`src/rtl/axis_width_upsizer_if.sv`:
```
// Stream bundle around the narrow-to-wide upsizer: narrow input stream,
// wide output stream with per-lane keep. The upsizer uses the slave view;
// whatever drives its input and sinks its output uses the master view.
interface axis_width_upsizer_if #(
    parameter int IN_W  = 64,
    parameter int RATIO = 8
);
    // Narrow input side
    logic [IN_W-1:0]       axis_data_i;
    logic                  axis_valid_i;
    logic                  axis_last_i;
    logic                  axis_ready_o;

    // Wide output side
    logic [IN_W*RATIO-1:0] axis_data_o;
    logic                  axis_valid_o;
    logic                  axis_last_o;
    logic [RATIO-1:0]      axis_keep_o;
    logic                  axis_ready_i;

    // Upsizer view
    modport slave (
        input  axis_data_i,
        input  axis_valid_i,
        input  axis_last_i,
        output axis_ready_o,
        output axis_data_o,
        output axis_valid_o,
        output axis_last_o,
        output axis_keep_o,
        input  axis_ready_i
    );

    // Producer / consumer view
    modport master (
        output axis_data_i,
        output axis_valid_i,
        output axis_last_i,
        input  axis_ready_o,
        input  axis_data_o,
        input  axis_valid_o,
        input  axis_last_o,
        input  axis_keep_o,
        output axis_ready_i
    );
endinterface

```
`src/rtl/axis_width_upsizer.sv`:
```
// Packs IN_W-bit stream words into IN_W*RATIO-bit beats. Words fill lanes
// from lane 0 upward; a beat is emitted when the top lane is filled or the
// word carries last, in which case unused upper lanes are zero with keep=0.
// A single output register feeds the downstream FIFO; the input is stalled
// only while that register holds a beat the FIFO is not taking.
module axis_width_upsizer #(
    parameter int IN_W  = 64,
    parameter int RATIO = 8
) (
    input  logic                clk,
    input  logic                rst,
    axis_width_upsizer_if.slave bus
);
    localparam int OUT_W = IN_W * RATIO;
    localparam int CNT_W = (RATIO > 1) ? $clog2(RATIO) : 1;
    localparam logic [CNT_W-1:0] LAST_LANE = CNT_W'(RATIO - 1);

    // Lane counter and assembly buffer
    logic [CNT_W-1:0] cnt_q, cnt_d;
    logic [OUT_W-1:0] asm_data_q, asm_data_d;
    logic [RATIO-1:0] asm_keep_q, asm_keep_d;

    // Output register
    logic [OUT_W-1:0] out_data_q, out_data_d;
    logic [RATIO-1:0] out_keep_q, out_keep_d;
    logic             out_last_q, out_last_d;
    logic             out_valid_q, out_valid_d;

    // Handshake terms
    logic ready;
    logic accept;
    logic complete;
    logic consume;

    // Assembly contents with the current input word merged into lane cnt
    logic [RATIO-1:0] lane_sel;
    logic [OUT_W-1:0] merged_data;
    logic [RATIO-1:0] merged_keep;

    // The input may advance whenever the output register is empty or is
    // being drained this very cycle; this is a deliberate comb path from
    // axis_ready_i so full throughput needs no skid buffer.
    assign ready    = ~out_valid_q | bus.axis_ready_i;
    assign accept   = bus.axis_valid_i & ready;
    assign consume  = out_valid_q & bus.axis_ready_i;
    assign complete = accept & ((cnt_q == LAST_LANE) | bus.axis_last_i);

    generate
        for (genvar gi = 0; gi < RATIO; gi++) begin : g_lane
            assign lane_sel[gi] = (cnt_q == CNT_W'(gi));
            assign merged_data[gi*IN_W +: IN_W] =
                lane_sel[gi] ? bus.axis_data_i : asm_data_q[gi*IN_W +: IN_W];
            assign merged_keep[gi] = asm_keep_q[gi] | lane_sel[gi];
        end
    endgenerate

    // Next-state: assemble accepted words, hand completed beats to the
    // output register, retire the output beat when the FIFO takes it.
    always_comb begin
        cnt_d       = cnt_q;
        asm_data_d  = asm_data_q;
        asm_keep_d  = asm_keep_q;
        out_data_d  = out_data_q;
        out_keep_d  = out_keep_q;
        out_last_d  = out_last_q;
        out_valid_d = out_valid_q;

        if (consume) begin
            out_valid_d = 1'b0;
        end

        if (complete) begin
            // A load in the same cycle as a consume overrides the clear,
            // so back-to-back beats keep out_valid high.
            out_data_d  = merged_data;
            out_keep_d  = merged_keep;
            out_last_d  = bus.axis_last_i;
            out_valid_d = 1'b1;
            asm_data_d  = '0;
            asm_keep_d  = '0;
            cnt_d       = '0;
        end else if (accept) begin
            asm_data_d  = merged_data;
            asm_keep_d  = merged_keep;
            cnt_d       = cnt_q + CNT_W'(1);
        end
    end

    // State registers; reset discards any partial packet and the output beat
    always_ff @(posedge clk or posedge rst) begin
        if (rst) begin
            cnt_q       <= '0;
            asm_data_q  <= '0;
            asm_keep_q  <= '0;
            out_data_q  <= '0;
            out_keep_q  <= '0;
            out_last_q  <= 1'b0;
            out_valid_q <= 1'b0;
        end else begin
            cnt_q       <= cnt_d;
            asm_data_q  <= asm_data_d;
            asm_keep_q  <= asm_keep_d;
            out_data_q  <= out_data_d;
            out_keep_q  <= out_keep_d;
            out_last_q  <= out_last_d;
            out_valid_q <= out_valid_d;
        end
    end

    assign bus.axis_ready_o = ready;
    assign bus.axis_valid_o = out_valid_q;
    assign bus.axis_data_o  = out_data_q;
    assign bus.axis_keep_o  = out_keep_q;
    assign bus.axis_last_o  = out_last_q;
endmodule
```
`src/flat_wrapper.sv`:
```
// flat-port wrapper written by rule: the top's interface ports become plain ports
module axis_width_upsizer_flat 
#(
    parameter int IN_W  = 64,
    parameter int RATIO = 8
)
  (clk, rst, bus_axis_data_i, bus_axis_valid_i, bus_axis_last_i, bus_axis_ready_o, bus_axis_data_o, bus_axis_valid_o, bus_axis_last_o, bus_axis_keep_o, bus_axis_ready_i);
  axis_width_upsizer_if #(.IN_W(IN_W), .RATIO(RATIO)) bus_i ();
  input  logic clk;
  input  logic rst;
  input wire logic [$bits(bus_i.axis_data_i)-1:0] bus_axis_data_i;
  input wire logic [$bits(bus_i.axis_valid_i)-1:0] bus_axis_valid_i;
  input wire logic [$bits(bus_i.axis_last_i)-1:0] bus_axis_last_i;
  output wire logic [$bits(bus_i.axis_ready_o)-1:0] bus_axis_ready_o;
  output wire logic [$bits(bus_i.axis_data_o)-1:0] bus_axis_data_o;
  output wire logic [$bits(bus_i.axis_valid_o)-1:0] bus_axis_valid_o;
  output wire logic [$bits(bus_i.axis_last_o)-1:0] bus_axis_last_o;
  output wire logic [$bits(bus_i.axis_keep_o)-1:0] bus_axis_keep_o;
  input wire logic [$bits(bus_i.axis_ready_i)-1:0] bus_axis_ready_i;
  assign bus_i.axis_data_i = bus_axis_data_i;
  assign bus_i.axis_valid_i = bus_axis_valid_i;
  assign bus_i.axis_last_i = bus_axis_last_i;
  assign bus_axis_ready_o = bus_i.axis_ready_o;
  assign bus_axis_data_o = bus_i.axis_data_o;
  assign bus_axis_valid_o = bus_i.axis_valid_o;
  assign bus_axis_last_o = bus_i.axis_last_o;
  assign bus_axis_keep_o = bus_i.axis_keep_o;
  assign bus_i.axis_ready_i = bus_axis_ready_i;
  axis_width_upsizer #(.IN_W(IN_W), .RATIO(RATIO)) u_core (.clk(clk), .rst(rst), .bus(bus_i));
endmodule
```
`config.mk`:
```
export PLATFORM = sky130hd
export DESIGN_NAME = axis_width_upsizer_flat
export DESIGN_NICKNAME = d
export VERILOG_FILES = /design/src/rtl/axis_width_upsizer_if.sv /design/src/rtl/axis_width_upsizer.sv /design/src/flat_wrapper.sv
export SDC_FILE = /design/constraint.sdc
export NUM_CORES = 2
export LEC_CHECK = 0
export ABC_AREA = 1
export ABC_CLOCK_PERIOD_IN_PS = 45700
export BUFFER_PORTS_ARGS = -buffer_cell sky130_fd_sc_hd__buf_4
export CORE_MARGIN = 2
export CORE_UTILIZATION = 45
export DETAILED_ROUTE_END_ITERATION = 8
export MAX_ROUTING_LAYER = met4
export PLACE_DENSITY = 0.69
export SLEW_MARGIN = 10
export SYNTH_ARGS = -nofsm -noshare
export SYNTH_HDL_FRONTEND = slang
export SYNTH_SLANG_ARGS = --single-unit
```
`constraint.sdc`:
```
create_clock -name clk -period 45.7 [get_ports clk]
set_clock_uncertainty 0.2 [all_clocks]
set_input_delay 4.57 -clock clk [delete_from_list [all_inputs] [get_ports clk]]
set_output_delay 4.57 -clock clk [all_outputs]
set_load 0.01 [all_outputs]
```
==> After elaboration in Yosys (flattened, before gate mapping) <==
Cells that the tools add are included.
{ "totals": {"elab_cells": 48, "ff_bits": 1045, "input_bits": 69} }
{ "op_classes": {"n_reduce_logical": 3, "add_sub_neg": 1, "eq_ne": 7, "n_mux": 16, "bitwise_logic": 14} }
{ "ops": {"columns": ["op", "n"], "rows": [
  ["2-to-1 mux 512 bit", 2],
  ["2-to-1 mux 64 bit", 8],
  ["2-to-1 mux 8 bit", 2],
  ["== test 3 bit (second input constant)", 4],
  ["OR 1 bit", 10],
  ["== test 3 x 2 -> 1 bit (second input constant)", 2],
  ["2-to-1 mux 3 bit", 2],
  ["nonzero test 2 bit", 2],
  ["adder 3 x 1 -> 3 bit (second input constant)", 1],
  ["bitwise AND 1 bit", 3],
  ["== test 3 x 1 -> 1 bit (second input constant)", 1],
  ["zero test 3 bit", 1],
  ["2-to-1 mux 1 bit", 2],
  ["NOT 1 bit", 1]
]} }

==> Depth between registers and ports, before layout <==
{ "depth": {"ltp_word": 5, "depth_mapped": 10, "depth_no_buf": 8} }

==> Worst setup path after synthesis <==
OpenSTA, ideal clock, no wires.
{ "synth_timing": {"path_type": "input -> output", "startpoint": "input port bus_axis_ready_i", "endpoint": "output port bus_axis_ready_o", "required_ns": 40.930, "arrival_time_ns": 4.688, "n_path_buf": 0, "stages": 2, "setup_slack_ns": 36.242, "path_cell_list": "inv_2 > nand2_4"} }
{ "synth_via": {"elab_chain_len": 1} }
{ "synth_lines": {"columns": ["element", "line_no", "text"], "rows": [
  ["from (decl)", "flat_wrapper.sv:19", "input wire logic [$bits(bus_i.axis_ready_i)-1:0] bus_axis_ready_i;"],
  ["OR 1 bit", "axis_width_upsizer.sv:43", "assign ready = ~out_valid_q | bus.axis_ready_i;"],
  ["to (decl)", "flat_wrapper.sv:14", "output wire logic [$bits(bus_i.axis_ready_o)-1:0] bus_axis_ready_o;"]
]} }
No other way between the ends.

==> Worst setup path after layout <==
Ends and elaborated chain as after synthesis.

==> flow_results.org <==
** Routing
- In the routed layout, each cell is associated on average with a via count of about 5.2.
- Violation count after the first detailed-routing iteration :: 4431
- Post-route DRC violation count :: 0
- The first TritonRoute pass finished after 6 iterations.
- Routed Wire Length :: 141000 um
- Final routed wire length divided by cell count :: roughly 18 um
- The detail route stage leaves a number of antenna-violating nets equal to 0.
- Overall via count from detail_route :: roughly 40000

** Critical path
- Peak fanout along the critical path :: 4
- The worst setup path is launched from an input pin.
- Terminus of the critical flop-to-flop path :: u_core.asm_data_q[410]
- CP arrival :: 4990 ps
- For flop-to-flop paths, the worst setup slack is approximately 40000 ps.
- Launch point of the worst reg-to-reg path :: u_core.cnt_q[0]
- Crit Path Class :: in -> out
- Number of cells traversed by the worst register-to-register path :: 11
- Critical Path End Type :: primary output
- Worst path required time :: about 41000 ps

** Worst hold path
- Worst min path class :: reg -> reg
- Hold Path Origin :: u_core.asm_keep_q[7]
- Along the worst hold path, the cell count comes to 2.
- Capture endpoint of the worst hold path :: u_core.asm_keep_q[7]

** Power
- Of the total power, the share spent switching nets is 29.2%.
- Power spread over the standard cell area amounts to about 45 nW/um^2.
- Sequential share of power :: 44.7%
- The share of total power dissipated in combinational logic is approximately 17%.
- The analysis attributes to net switching a power of 0.000705 W.
- Share of power burned in the clock network :: just under 40%
- Internal Dissipation :: between 0.0015 and 0.002 W
- Worst vdd ir :: about 0.00003 V
- LEAKAGE :: 31.0 nW

** Synthesis
- Ranking of synthesized cells by area :: sky130_fd_sc_hd__dfrtp_1 58%, sky130_fd_sc_hd__nand2_1 32%, sky130_fd_sc_hd__buf_2 2.5%
- Sequential area share after synthesis :: 57.6%
- Counting every instance in the synthesized netlist gives 5862.
- The commonest cells after synthesis are 3835 x sky130_fd_sc_hd__nand2_1, 1045 x sky130_fd_sc_hd__dfrtp_1, 227 x sky130_fd_sc_hd__buf_2, 211 x sky130_fd_sc_hd__o21ai_0, 194 x sky130_fd_sc_hd__nand3_1.
- Among all flip-flop cells after synthesis, the most frequent one is sky130_fd_sc_hd__dfrtp_1.
- Share of synthesized flip-flops with an asynchronous set or reset :: 100%
- For this run, the number of Yosys warnings is 0.
- Number of enable flip-flop cells after synthesis :: 0
- Area share of the largest cell type after synthesis :: between 50% and 60%
- Avg Cell Area, Syn :: 7.74 sq um
- Syn_nets :: approximately 6000
- Cell taking the most area after synthesis :: sky130_fd_sc_hd__dfrtp_1
- The cell area that synthesis handed to floorplanning was between 40000 and 50000 sq um.
- Among all cell types in the netlist, the one instantiated most often is sky130_fd_sc_hd__nand2_1.
- Flop and latch count out of synthesis :: approximately 1000
- Distinct cell type count after synthesis :: 19

** Floorplanning
- The floorplan step defined a die boundary enclosing 103000 sq um.
- During I/O placement, the number of pins put on the boundary was 592.
- Once the floorplan was initialized, standard cells occupied 45.4% of the core.
- Core outline area :: 100000 sq um
- Horiz. Die Dim :: 322 um
- In this run the vertical extent of the chip is around 320 um.
- The initialized floorplan defines ~120 standard-cell rows.

** Global route
- After global routing, the most crowded layer is met1.
- The initial antenna violation count came to 6.
- Entering global routing, the biggest net connects about 190 pins.
- M3 GR Usage :: just over 6%
- GR Layer Usage met1 :: between 30% and 40%
- Global routing used 38.7% of the available met2 tracks.
- The number of global-route vias before repair is 37682.
- Remaining global-route overflow :: 0
- GRT Util Overall :: between 20 and 30%
- The first global-routing pass estimated 219000 um of wire.

** STA
- Transition time of the tightest slew-check pin :: 1110 ps
- Worst slew margin :: about a quarter
- For this run, the top clock speed supported by timing is about 100 MHz.
- Total negative setup slack :: 0 ps
- Final setup viols :: 0
- The total count of hold-check failures in the final report is 0.
- Time the worst path needs with I/O delays and setup :: about 10000 ps
- Number of pins exceeding their max-slew limit in the final report :: 0
- RSZ-0062 raised after global routing :: false
- Of the available clock period, the critical path in the final layout requires 21.3%.

** Clocking
- In this run, CTS created clock tree buffers numbering between 100 and 150.
- TritonCTS built the clock tree.
- The H-tree was split into 3 levels.
- Post-CTS repair changed the size of 0 cells.
- The number of hold buffers added after CTS was 0.
- Later-pin clock latency in the skew report :: 690 ps
- After clock tree synthesis, the setup repair step added 0 buffers.
- The tree is rooted in a sky130_fd_sc_hd__clkbuf_16.
- Clock tree synthesis found a total of around 1000 sinks.
- Clk slew on worst S/H paths :: ~60 ps
- Worst-case clock buffer depth :: 3

** Outcome
- The run finished with clean final reports.

** Place
- In this run the tool buffered the top-level ports with between 500 and 600 buffer cells.
- Routability-driven placement finished with a final weighted congestion of 0.851.
- Detail Placement HPWL :: 87500 um
- The placed instances occupy a cell area of approximately 50000 sq um.

** Final layout
- Net total in the final layout :: 6323
- From synthesis to final layout, the design area changed by 18.8%.
- Total non-filler cell area in the finished layout :: between 50000 and 60000 sq um
- Layout cells sized above 1 :: between 10% and 20%

** Flow run
- The tool flagged a number of max-cap violations equal to 0.
[area by class of cell]
cell class                      instances  area, sq um
Clock buffer                          166         3330
Tap cell                             1298         1620
Fill cell                            9211        46100
Clock inverter                         35          425
Timing Repair Buffer                  637         4810
Multi-Input combinational cell       4374        17200
Sequential cell                      1045        26200
Inverter                               81          322
Antenna cell                            3         7.51
[worst max-delay path: stages]
cell and delay (ps):
sky130_fd_sc_hd__buf_4 110, sky130_fd_sc_hd__inv_2 60, sky130_fd_sc_hd__nand2_4 80, sky130_fd_sc_hd__buf_4 160
[per-layer routing]
layer  share of wire [%]  wire, um  vias up
met5                   0         0        -
met4                 3.2      4550        0
met3                 9.4     13200      220
met2                  43     59900     1644
met1                  45     63000    19111
li1                    -         -    18684
[power by group through the flow]
stage	Clock (W)	Combinational, W	Sequential [W]
after detailed placement	0	0.000405	0.00109
final	0.000930	0.000404	0.00108
after CTS	0.000944	0.000407	0.00108
after floorplan	0	0.000208	0.00110
after global routing	0.000987	0.000448	0.00109
after global placement	0	0.000397	0.00109
[cell usage in the layout (no fill, tap or decap), types with 4 or more instances in the layout]
cell and instances:
sky130_fd_sc_hd__nor2_1 12, sky130_fd_sc_hd__clkinv_2 20, sky130_fd_sc_hd__dfrtp_1 1045, sky130_fd_sc_hd__nand2_1 3829, sky130_fd_sc_hd__clkbuf_16 111, sky130_fd_sc_hd__o21ai_0 211, sky130_fd_sc_hd__bufinv_16 9, sky130_fd_sc_hd__inv_1 75
sky130_fd_sc_hd__clkbuf_1 20, sky130_fd_sc_hd__clkbuf_8 35, sky130_fd_sc_hd__inv_6 6, sky130_fd_sc_hd__nand3_1 193, sky130_fd_sc_hd__o21ai_1 109, sky130_fd_sc_hd__buf_4 635, sky130_fd_sc_hd__nand2_4 4
[worst max-delay path by stage]
stage	start	endpoint	slack (ps)	depth (start not counted)
detailed placement	bus_axis_ready_i	bus_axis_ready_o	35940	4
floorplan	rst	u_core.asm_data_q[0]	11520	1
global route	bus_axis_ready_i	bus_axis_ready_o	35920	4
CTS	bus_axis_ready_i	bus_axis_ready_o	35940	4
global placement	bus_axis_ready_i	bus_axis_ready_o	35940	4
finish	bus_axis_ready_i	bus_axis_ready_o	35940	4
[flip-flops by register name, indices dropped and copies added (netlist names)]
| signal | count |
|---|---|
| u_core.asm_keep_q | 8 |
| u_core.bus.axis_last_o | 1 |
| u_core.bus.axis_data_o | 512 |
| u_core.asm_data_q | 512 |
| u_core.bus.axis_keep_o | 8 |
| u_core.bus.axis_valid_o | 1 |
| u_core.cnt_q | 3 |
[through the flow]
step | power [W] | worst slack (ps) | hold slack [ps] | util [%] | std cells
floorplan | 0.00131 | 11520 | 228 | - | 5862
global placement | 0.00149 | 35940 | 242 | 50.1 | 7435
detailed placement | 0.00149 | 35940 | 244 | 50.1 | 7435
CTS | 0.00243 | 35940 | 260 | 53.9 | 7636
global route | 0.00252 | 35920 | 287 | 53.9 | 7637
finish | 0.00241 | 35940 | 272 | 53.9 | 7639
[logic make-up after synthesis]
group	synth area share [%]
AOI/OAI and AO/OA	3.55
adders and majority gates	0.165
buffers and inverters	4.59
DFF	57.6
and+or+nand+nor	34.1
(Power assumes the default switching activity.)
